$ cat src/rtl/seg_scan_ctrl.sv
// Multiplexed scan controller for a common-anode seven-segment display with
// tear-free double-buffered frame load. Define SEGSCAN_LZS_EN for leading-zero suppression.
`timescale 1ns/1ps
module seg_scan_ctrl #(
  parameter int DIGITS    = 4,
  parameter int DWELL_CYC = 1000,
  parameter int BLANK_CYC = 16
) (
  input  logic                  clk,
  input  logic                  rst_n,
  input  logic                  enable,
  input  logic                  load_valid,
  output logic                  load_ready,
  input  logic [4*DIGITS-1:0]   load_data,
  output logic [7:0]            code,
  output logic [DIGITS-1:0]     an,
  output logic                  frame_done
);

  localparam int MAX_CYC = (DWELL_CYC > BLANK_CYC) ? DWELL_CYC : BLANK_CYC;
  localparam int CNT_W   = $clog2(MAX_CYC + 1);
  localparam int IDX_W   = $clog2(DIGITS);
  localparam int FW      = 4 * DIGITS;
  localparam logic [CNT_W-1:0] DWELL_LAST = CNT_W'(DWELL_CYC - 1);
  localparam logic [CNT_W-1:0] BLANK_LAST = CNT_W'((BLANK_CYC > 0) ? (BLANK_CYC - 1) : 0);
  localparam logic [IDX_W-1:0] IDX_LAST   = IDX_W'(DIGITS - 1);

  typedef enum logic [1:0] {
    ST_IDLE  = 2'd0,
    ST_BLANK = 2'd1,
    ST_SHOW  = 2'd2
  } state_t;

  state_t             state_r, state_nxt_s;
  logic [IDX_W-1:0]   idx_r, idx_nxt_s;
  logic [CNT_W-1:0]   cnt_r, cnt_nxt_s;
  logic               frame_end_s;
  logic [FW-1:0]      active_r, pending_r, disp_frame_s;
  logic               pending_full_r, load_ready_r;
  logic               accept_s, commit_s;
  logic [3:0]         nib_s;
  logic               lit_s;
  logic [DIGITS-1:0]  an_s, an_r;
  logic [7:0]         code_s, code_r;
  logic               frame_done_r;

  assign accept_s   = load_valid & load_ready_r;
  assign commit_s   = frame_done_r & pending_full_r;
  assign load_ready = load_ready_r;
  assign code       = code_r;
  assign an         = an_r;
  assign frame_done = frame_done_r;

  // Scan state register
  always_ff @(posedge clk or negedge rst_n) begin
    if (!rst_n) begin
      state_r <= ST_IDLE;
      idx_r   <= '0;
      cnt_r   <= '0;
    end else begin
      state_r <= state_nxt_s;
      idx_r   <= idx_nxt_s;
      cnt_r   <= cnt_nxt_s;
    end
  end

  // Next-state logic: dwell/blank timing and digit advance
  always_comb begin
    state_nxt_s = state_r;
    idx_nxt_s   = idx_r;
    cnt_nxt_s   = cnt_r;
    frame_end_s = 1'b0;
    if (!enable) begin
      state_nxt_s = ST_IDLE;
      idx_nxt_s   = '0;
      cnt_nxt_s   = '0;
    end else begin
      case (state_r)
        ST_IDLE: begin
          idx_nxt_s   = '0;
          cnt_nxt_s   = '0;
          state_nxt_s = (BLANK_CYC > 0) ? ST_BLANK : ST_SHOW;
        end
        ST_BLANK: begin
          if (cnt_r == BLANK_LAST) begin
            state_nxt_s = ST_SHOW;
            cnt_nxt_s   = '0;
          end else begin
            cnt_nxt_s = cnt_r + CNT_W'(1);
          end
        end
        ST_SHOW: begin
          if (cnt_r == DWELL_LAST) begin
            cnt_nxt_s   = '0;
            state_nxt_s = (BLANK_CYC > 0) ? ST_BLANK : ST_SHOW;
            if (idx_r == IDX_LAST) begin
              idx_nxt_s   = '0;
              frame_end_s = 1'b1;
            end else begin
              idx_nxt_s = idx_r + IDX_W'(1);
            end
          end else begin
            cnt_nxt_s = cnt_r + CNT_W'(1);
          end
        end
        default: begin
          state_nxt_s = ST_IDLE;
          idx_nxt_s   = '0;
          cnt_nxt_s   = '0;
        end
      endcase
    end
  end

  // Frame buffers and handshake
  always_ff @(posedge clk or negedge rst_n) begin
    if (!rst_n) begin
      active_r       <= '0;
      pending_r      <= '0;
      pending_full_r <= 1'b0;
      load_ready_r   <= 1'b1;
    end else if (commit_s) begin
      active_r       <= pending_r;
      pending_full_r <= 1'b0;
      load_ready_r   <= 1'b1;
    end else if (accept_s) begin
      pending_r      <= load_data;
      pending_full_r <= 1'b1;
      load_ready_r   <= 1'b0;
    end
  end

  // Frame feeding the next display slot; forwards pending data on the commit
  // boundary so digit 0 of the new frame is right even with little or no blanking
  always_comb begin
    if (commit_s || (frame_end_s && pending_full_r)) begin
      disp_frame_s = pending_r;
    end else begin
      disp_frame_s = active_r;
    end
  end

  // Nibble of the digit being entered
  always_comb begin
    nib_s = 4'h0;
    for (int i = 0; i < DIGITS; i++) begin
      nib_s = nib_s | ((idx_nxt_s == IDX_W'(i)) ? disp_frame_s[4*i +: 4] : 4'h0);
    end
  end

`ifdef SEGSCAN_LZS_EN
  // Leading-zero suppression: a digit is lit once any nibble at or above it is nonzero
  always_comb begin
    logic seen;
    seen  = 1'b0;
    lit_s = 1'b0;
    for (int i = DIGITS - 1; i >= 0; i--) begin
      seen  = seen | (|disp_frame_s[4*i +: 4]);
      lit_s = lit_s | ((idx_nxt_s == IDX_W'(i)) & (seen | (i == 0)));
    end
  end
`else
  assign lit_s = 1'b1;
`endif

  // Output decode from the state being entered
  always_comb begin
    an_s   = '1;
    code_s = code_r;
    case (state_nxt_s)
      ST_IDLE:  code_s = 8'h00;
      ST_BLANK: code_s = code_r;
      ST_SHOW: begin
        code_s = {4'h0, nib_s};
        for (int i = 0; i < DIGITS; i++) begin
          an_s[i] = ~((idx_nxt_s == IDX_W'(i)) & lit_s);
        end
      end
      default:  code_s = 8'h00;
    endcase
  end

  // Output registers
  always_ff @(posedge clk or negedge rst_n) begin
    if (!rst_n) begin
      an_r         <= '1;
      code_r       <= 8'h00;
      frame_done_r <= 1'b0;
    end else begin
      an_r         <= an_s;
      code_r       <= code_s;
      frame_done_r <= frame_end_s;
    end
  end

endmodule

$ cat config.mk
export PLATFORM = sky130hd
export DESIGN_NAME = seg_scan_ctrl
export DESIGN_NICKNAME = d
export VERILOG_FILES = /design/src/rtl/seg_scan_ctrl.sv
export SDC_FILE = /design/constraint.sdc
export NUM_CORES = 1
export LEC_CHECK = 0
export CORE_MARGIN = 2
export CORE_UTILIZATION = 37
export DETAILED_ROUTE_END_ITERATION = 8
export PLACE_DENSITY = 0.68
export SETUP_SLACK_MARGIN = 0.5
export SKIP_CTS_REPAIR_TIMING = 1
export SYNTH_ARGS = -nofsm -noshare
export SYNTH_HDL_FRONTEND = slang
export SYNTH_SLANG_ARGS = --single-unit
$ cat constraint.sdc
create_clock -name clk -period 3.4 [get_ports clk]
set_input_delay 0.68 -clock clk [delete_from_list [all_inputs] [get_ports clk]]
set_output_delay 0.68 -clock clk [all_outputs]
set_load 0.005 [all_outputs]
==> impl_metrics.py, run 1 <==
metrics = {
    "detailed_routing": {
        "ant_nets": 0,
        "vias_per_cell": 5.15,
        "first_iter_violations": 119,
        "first_pass_iters": 4,
        "wl_per_cell_um": 14.3,
        "route.detailed.drc": 0,
        "vias": 2214,
        "routed_wirelength_um": 6150,
    },
    "final_layout": {
        "syn_to_final_growth_pct": 18.0,
        "n_antenna_cell": 0,
        "fillCellCount": 748,
        "drive_gt1_share_pct": 18.3,
        "nets": 349,
    },
    "floorplanning": {
        "coreArea_mm2": 0.00769,
        "io_pins": 34,
        "start_util_pct": 38.0,
        "rows": 32,
        "dieArea_mm2": 0.00863,
        "die_width_um": 92.9,
        "die_h_um": 92.9,
    },
    "yosys": {
        "yosysTopAreaCellShare_pct": 44.5,
        "ys_ff_latch": 57,
        "syn_area_mm2": 0.00292,
        "syn_inst": 292,
        "yosysTopAreaCell": "dfrtp_1",
        "yosysUniqueCellTypes": 49,
        "yosys_warnings": 0,
        "synth-xor-area-share_pct": 2.40,
        "yosys_most_used_dff": "dfrtp_1",
        "synth_fa_ha_area_share_pct": 2.57,
        "seq_area_frac_synth_pct": 49.0,
        "syn_area_per_cell_um2": 10.0,
        "synth_compound_area_share_pct": 12.2,
        "netlist_top_cells_count": "57 x nand2_1, 52 x dfrtp_1, 20 x nand3_1, 20 x o21ai_0, 16 x mux2_2",
        "synth_most_common_cell": "nand2_1",
        "synth_edf_count": 0,
        "synthSimpleGateAreaFrac_pct": 21.5,
        "synth_mux_area_share_pct": 7.70,
        "synthTopCellsByArea": "dfrtp_1 45%, nand2_1 7.3%, mux2_2 6.2%",
        "async_reset_ff_share_pct": 100,
        "synth_top_family_by_area": "simple AND/OR/NAND/NOR gates",
    },
    "clock_network": {
        "h-tree-depth": 3,
        "clock-root-buffer": "clkbuf_8",
        "clk_pin_slew_worst_paths_ns": 0.07,
        "numCtsBuffers": 9,
        "clock_path_buffers": 2,
        "clock-sinks": 57,
        "clk_latency_ns": 0.35,
        "cts_tree": "done",
    },
    "sta": {
        "setup_viol": 0,
        "relSlewSlack_pct": 32.0,
        "clock.fmax_mhz": 417,
        "worst_slew_pin_slew_ns": 1.02,
        "final_hold_viol_count": 0,
        "tns_ns": 0,
        "fin_crit_sh_pct": 70.5,
        "grt_setup_unrepaired": "no",
        "drv_slew": 0,
        "hold_slack_ns": 0.465,
        "fin_crit_ns": 2.40,
        "fin_skew_ns": 0.0103,
    },
    "pwr": {
        "p_int_mw": 1.01,
        "power_density_mw_per_mm2": 396,
        "comb_power_share_pct": 5.7,
        "clkPwrFrac_pct": 41.3,
        "p_seq_share_pct": 53.0,
        "swShare_pct": 25.8,
        "power.net_switching_mw": 0.352,
        "max-vdd-ir-drop_mv": 0.229,
        "p_leak_nw": 1.48,
    },
    "flow_run": {
        "cap_violations": 0,
    },
    "global_route": {
        "grt_pass1_vias": 2151,
        "antenna_found_initial": 0,
        "grt_pass1_wl_um": 10400,
        "grt_start_max_net_pins": 48,
        "grtUsageTotal_pct": 15.6,
        "grt-ovfl-total": 0,
    },
    "worst_setup_path": {
        "critPathMaxFanout": 12,
        "max_stage_delay_ns": 0.47,
        "crit_chain": "inv_1 > ha_1 > nor3b_1 > nor4b_1 > mux2i_1 > a21oi_1 > nor4_1 > o2bb2ai_1",
        "cp.required_ns": 3.62,
        "cp-start-kind": "flop",
        "cp_data_arrival_time_ns": 2.62,
        "slowest_stage": "mux2i_1",
        "critPathKind": "reg -> reg",
        "end_kind": "flop",
    },
    "place": {
        "port_buffers": 29,
        "place_congestion": 0.858,
        "dpl.hpwl_um": 4380,
    },
    "status": {
        "status": "completed",
    },
    "min_path": {
        "holdCritPathClass": "reg -> reg",
    },
}
[stage by stage]
stage | std cells | setup slack (ns) | power (mW) | instance area, um^2 | utilization [%]
floorplan | 295 | 1.45 | 0.767 | 2940 | -
global placement | 414 | 0.771 | 0.813 | 3270 | 42.6
detailed placement | 414 | 0.753 | 0.816 | 3270 | 42.6
CTS | 430 | 1.01 | 1.39 | 3450 | 44.9
global route | 430 | 0.794 | 1.43 | 3450 | 44.9
finish | 430 | 1.00 | 1.37 | 3450 | 44.9
[cell type report]
type / count / area (um^2) / area share, %
sequential: 57 / 1430 / 41.5
multi-input combinational: 216 / 1370 / 39.7
timing repair buffer: 34 / 323 / 9.36
tap: 102 / 128 / 3.70
clock buffer: 9 / 124 / 3.59
clock inverter: 7 / 53.8 / 1.56
inverter: 5 / 18.8 / 0.544
[placed cells by master (no fill, tap or decap), types with 2 or more instances in the layout]
cell | synthesis | routed
a211oi_1 | 4 | 4
mux2i_1 | 3 | 3
o2bb2ai_1 | 4 | 4
or2_2 | 2 | 2
buf_4 | 4 | 5
nand4_1 | 2 | 2
nand2_1 | 57 | 57
clkdlybuf4s50_1 | 0 | 28
conb_1 | 1 | 4
inv_6 | 0 | 2
nand3_1 | 20 | 20
dfstp_2 | 5 | 5
o21ai_0 | 20 | 20
and3_1 | 5 | 5
or3_1 | 2 | 2
xnor2_1 | 7 | 7
a21oi_1 | 11 | 11
inv_1 | 5 | 5
dfrtp_1 | 52 | 52
nor3_2 | 2 | 2
clkinvlp_4 | 0 | 3
nor4_1 | 5 | 5
o2111ai_1 | 2 | 2
ha_1 | 6 | 6
nor2_1 | 14 | 14
mux2_2 | 16 | 16
and2_1 | 5 | 5
a211oi_2 | 4 | 4
clkbuf_8 | 3 | 9
and4_1 | 2 | 2
[sequential cells by signal, indices dropped and copies added, names as in the netlist]
| signal | flops |
|---|---|
| frame_done | 1 |
| an | 4 |
| load_ready | 1 |
| cnt_r | 10 |
| state_r | 2 |
| pending_r | 16 |
| pending_full_r | 1 |
| code | 4 |
| idx_r | 2 |
| active_r | 16 |
[power groups by stage]
stage / clock, mW / sequential (mW) / combinational (mW)
2_1_floorplan: 0 / 0.728 / 0.0390
3_3_place_gp: 0 / 0.736 / 0.0764
3_5_place_dp: 0 / 0.737 / 0.0791
4_1_cts: 0.583 / 0.724 / 0.0792
5_1_grt: 0.620 / 0.727 / 0.0872
6_report: 0.564 / 0.724 / 0.0776
[worst paths after layout]
| check | startpoint | end | slack [ns] | depth (start not counted) |
|---|---|---|---|---|
| max | state_r[0] | code[0] | 1.00 | 8 |
| min | cnt_r[0] | cnt_r[0] | 0.47 | 1 |
| max reg2reg | state_r[0] | code[0] | 1.00 | 8 |
| min reg2reg | cnt_r[0] | cnt_r[0] | 0.47 | 1 |
| max in group asynchronous | rst_n | pending_r[0] | 2.17 | 2 |
| min in group asynchronous | rst_n | cnt_r[7] | 0.51 | 1 |
[layer usage]
| layer | track usage [%] | wire, um | vias up |
|---|---|---|---|
| met5 | 0 | 0 | - |
| met4 | 6.00 | 102 | 0 |
| met3 | 5.70 | 249 | 8 |
| met2 | 23.8 | 2910 | 46 |
| met1 | 20.2 | 2890 | 1082 |
| li1 | - | - | 1078 |
[cell families (layout without fill, tap and decap cells)]
| family | Yosys count | count (layout) |
|---|---|---|
| compound gates | 52 | 52 |
| xor+xnor | 8 | 8 |
| fa+ha+maj | 6 | 6 |
| buf+inv | 22 | 55 |
| flops | 57 | 57 |
| mux | 20 | 20 |
| other cells | 1 | 4 |
| simple gates | 126 | 126 |
[critical path: cells and delay by family, from the launching register on]
family / cells / cell delay [ns]
DFF: 1 / 0.41
AOI/OAI and AO/OA: 2 / 0.20
and+or+nand+nor: 3 / 0.71
muxes: 1 / 0.47
adders and majority gates: 1 / 0.39
buffers and inverters: 1 / 0.10
Note: power is estimated with default switching activity, not from simulation.
==> inputs of run 2 (changes only) <==
--- a/config.mk
+++ b/config.mk
@@ -8,7 +8,7 @@
 export CORE_MARGIN = 2
 export CORE_UTILIZATION = 37
 export DETAILED_ROUTE_END_ITERATION = 8
-export PLACE_DENSITY = 0.68
+export PLACE_DENSITY = 0.7
 export SETUP_SLACK_MARGIN = 0.5
 export SKIP_CTS_REPAIR_TIMING = 1
 export SYNTH_ARGS = -nofsm -noshare
==> constraint.sdc (replaced) <==
create_clock -name clk -period 2 [get_ports clk]
set_input_delay 0.4 -clock clk [delete_from_list [all_inputs] [get_ports clk]]
set_output_delay 0.4 -clock clk [all_outputs]
set_load 0.005 [all_outputs]
==> impl_metrics.py, run 2 (synthesized netlist as in run 1, its figures left out) <==
metrics = {
    "flow_run": {
        "cap_violations": 0,
    },
    "global_route": {
        "grtUsageTotal_pct": 17.0,
        "grt_busiest_layer": "met2",
        "grt_pass1_wl_um": 11300,
        "grt_pass1_vias": 2333,
        "met1_usage_pct": 24.0,
        "met2_usage_pct": 24.8,
        "grt-ovfl-total": 0,
        "antenna_found_initial": 0,
        "grtUsageMet3_pct": 4.15,
        "grt_start_max_net_pins": 34,
    },
    "pwr": {
        "p_seq_share_pct": 50.2,
        "swShare_pct": 24.1,
        "power.net_switching_mw": 0.593,
        "max-vdd-ir-drop_mv": 0.395,
        "power_mw": 2.46,
        "power_density_mw_per_mm2": 598,
        "p_leak_nw": 1.81,
        "clkPwrFrac_pct": 42.4,
        "comb_power_share_pct": 7.4,
        "p_int_mw": 1.87,
    },
    "worst_setup_path": {
        "end_kind": "flop",
        "crit_chain": "inv_4 > ha_4 > nand2_2 > or4_4 > o211ai_4 > buf_4 > a211oi_2 > nor4_2 > o2bb2ai_1",
        "slowest_stage": "or4_4",
        "critPathKind": "reg -> reg",
        "regToRegStartpoint": "state_r[0]",
        "cp.required_ns": 2.23,
        "cp_data_arrival_time_ns": 2.30,
        "max_stage_delay_ns": 0.51,
        "startpoint": "state_r[0]",
        "critPathMaxFanout": 8,
        "cp-start-kind": "flop",
    },
    "final_layout": {
        "final_common_cell": "nand2_1",
        "syn_to_final_growth_pct": 41.0,
        "fin_util_pct": 53.6,
        "mostFrequentLayoutCells": "55 x nand2_1, 50 x dfrtp_1, 32 x buf_4, 18 x nand3_1, 18 x clkdlybuf4s50_1",
        "n_antenna_cell": 0,
        "reg.largest.list": "active_r: 16 flops, pending_r: 16 flops, cnt_r: 10 flops",
        "drive_gt1_share_pct": 39.3,
        "nets": 385,
        "fin_area_mm2": 0.00412,
    },
    "place": {
        "place_congestion": 0.903,
        "place_area_mm2": 0.00348,
        "port_buffers": 29,
        "dpl.hpwl_um": 4730,
    },
    "clock_network": {
        "clock_path_buffers": 2,
        "cts_tree": "done",
        "clk_latency_ns": 0.34,
        "numCtsBuffers": 9,
        "clock-sinks": 57,
        "clock-root-buffer": "clkbuf_8",
        "clk_pin_slew_worst_paths_ns": 0.07,
        "h-tree-depth": 3,
    },
    "floorplanning": {
        "coreArea_mm2": 0.00769,
        "die_h_um": 92.9,
        "rows": 32,
        "io_pins": 34,
        "die_width_um": 92.9,
        "start_util_pct": 38.0,
        "dieArea_mm2": 0.00863,
    },
    "sta": {
        "final_hold_viol_count": 0,
        "relSlewSlack_pct": 47.2,
        "clock.fmax_mhz": 484,
        "setup_viol": 4,
        "fin_skew_ns": 0.00956,
        "fin_crit_ns": 2.07,
        "setup_slack_ns": -0.0679,
        "worst_slew_pin_slew_ns": 0.793,
        "fin_crit_sh_pct": 103,
        "grt_setup_unrepaired": "yes",
        "drv_slew": 0,
        "tns_ns": -0.110,
    },
    "detailed_routing": {
        "route.detailed.drc": 0,
        "first_pass_iters": 4,
        "vias": 2452,
        "ant_nets": 0,
        "wl_per_cell_um": 16.0,
        "routed_wirelength_um": 7460,
        "vias_per_cell": 5.26,
        "first_iter_violations": 258,
    },
    "status": {
        "status": "finished, violations left",
        "violations": "negative setup slack",
    },
    "min_path": {
        "holdCritPathClass": "in -> async",
    },
}
-- run 2: cell count changes in the layout (fill, tap and decap cells not counted), sizes merged --
cell / change
and4: +1
buf: +34
bufinv: +1
clkbuf: +2
clkdlybuf4s50: -10
clkinv: +1
clkinvlp: -2
dlymetal6s2s: +10
inv: -2
mux2: +1
-- run 2: layer usage --
layer	part of all wire [%]	up-vias
met4	2.4	0
met5	0	-
met3	6.0	18
met2	47	90
met1	45	1185
li1	-	1159
-- run 2: power groups by stage --
| stage | Combinational, mW | Clock, mW | Sequential, mW |
|---|---|---|---|
| after floorplan | 0.0711 | 0 | 1.24 |
| after global placement | 0.150 | 0 | 1.26 |
| after detailed placement | 0.154 | 0 | 1.26 |
| after CTS | 0.155 | 1.07 | 1.24 |
| after global routing | 0.201 | 1.15 | 1.24 |
| final | 0.182 | 1.04 | 1.24 |
-- run 2: per-stage QoR --
stage | hold WS, ns | setup slack (ns) | std cells
6_report | 0.140 | -0.0679 | 466
2_1_floorplan | 0.104 | 0.129 | 295
5_1_grt | 0.185 | -0.138 | 466
3_3_place_gp | 0.452 | -0.203 | 433
4_1_cts | 0.151 | -0.195 | 449
3_5_place_dp | 0.466 | -0.251 | 433
-- run 2: cell type report --
type	instances	area [um^2]
clock inverters	5	56.3
flip-flops and latches	57	1440
repair buffers	68	656
well taps	102	128
multi-input cells	218	1700
clock buffers	11	131
fillers	660	3560
inverters	5	21.3
-- run 2: critical path, delay by kind of cell, from the launching register on --
| family | cells | cell delay (ns) |
|---|---|---|
| buf+inv | 2 | 0.27 |
| compound gates | 3 | 0.29 |
| simple gates | 3 | 0.74 |
| fa+ha+maj | 1 | 0.20 |
| flops | 1 | 0.45 |
-- run 2: path summary, 6_finish.rpt --
path / endpoint / slack (ns) / cells past startpoint
max: code[3] / -0.07 / 9
min: frame_done / 0.14 / 1
max reg2reg: code[3] / -0.07 / 9
min reg2reg: active_r[5] / 0.48 / 2
max in group asynchronous: pending_r[12] / 1.21 / 2
min in group clk: active_r[5] / 0.48 / 2
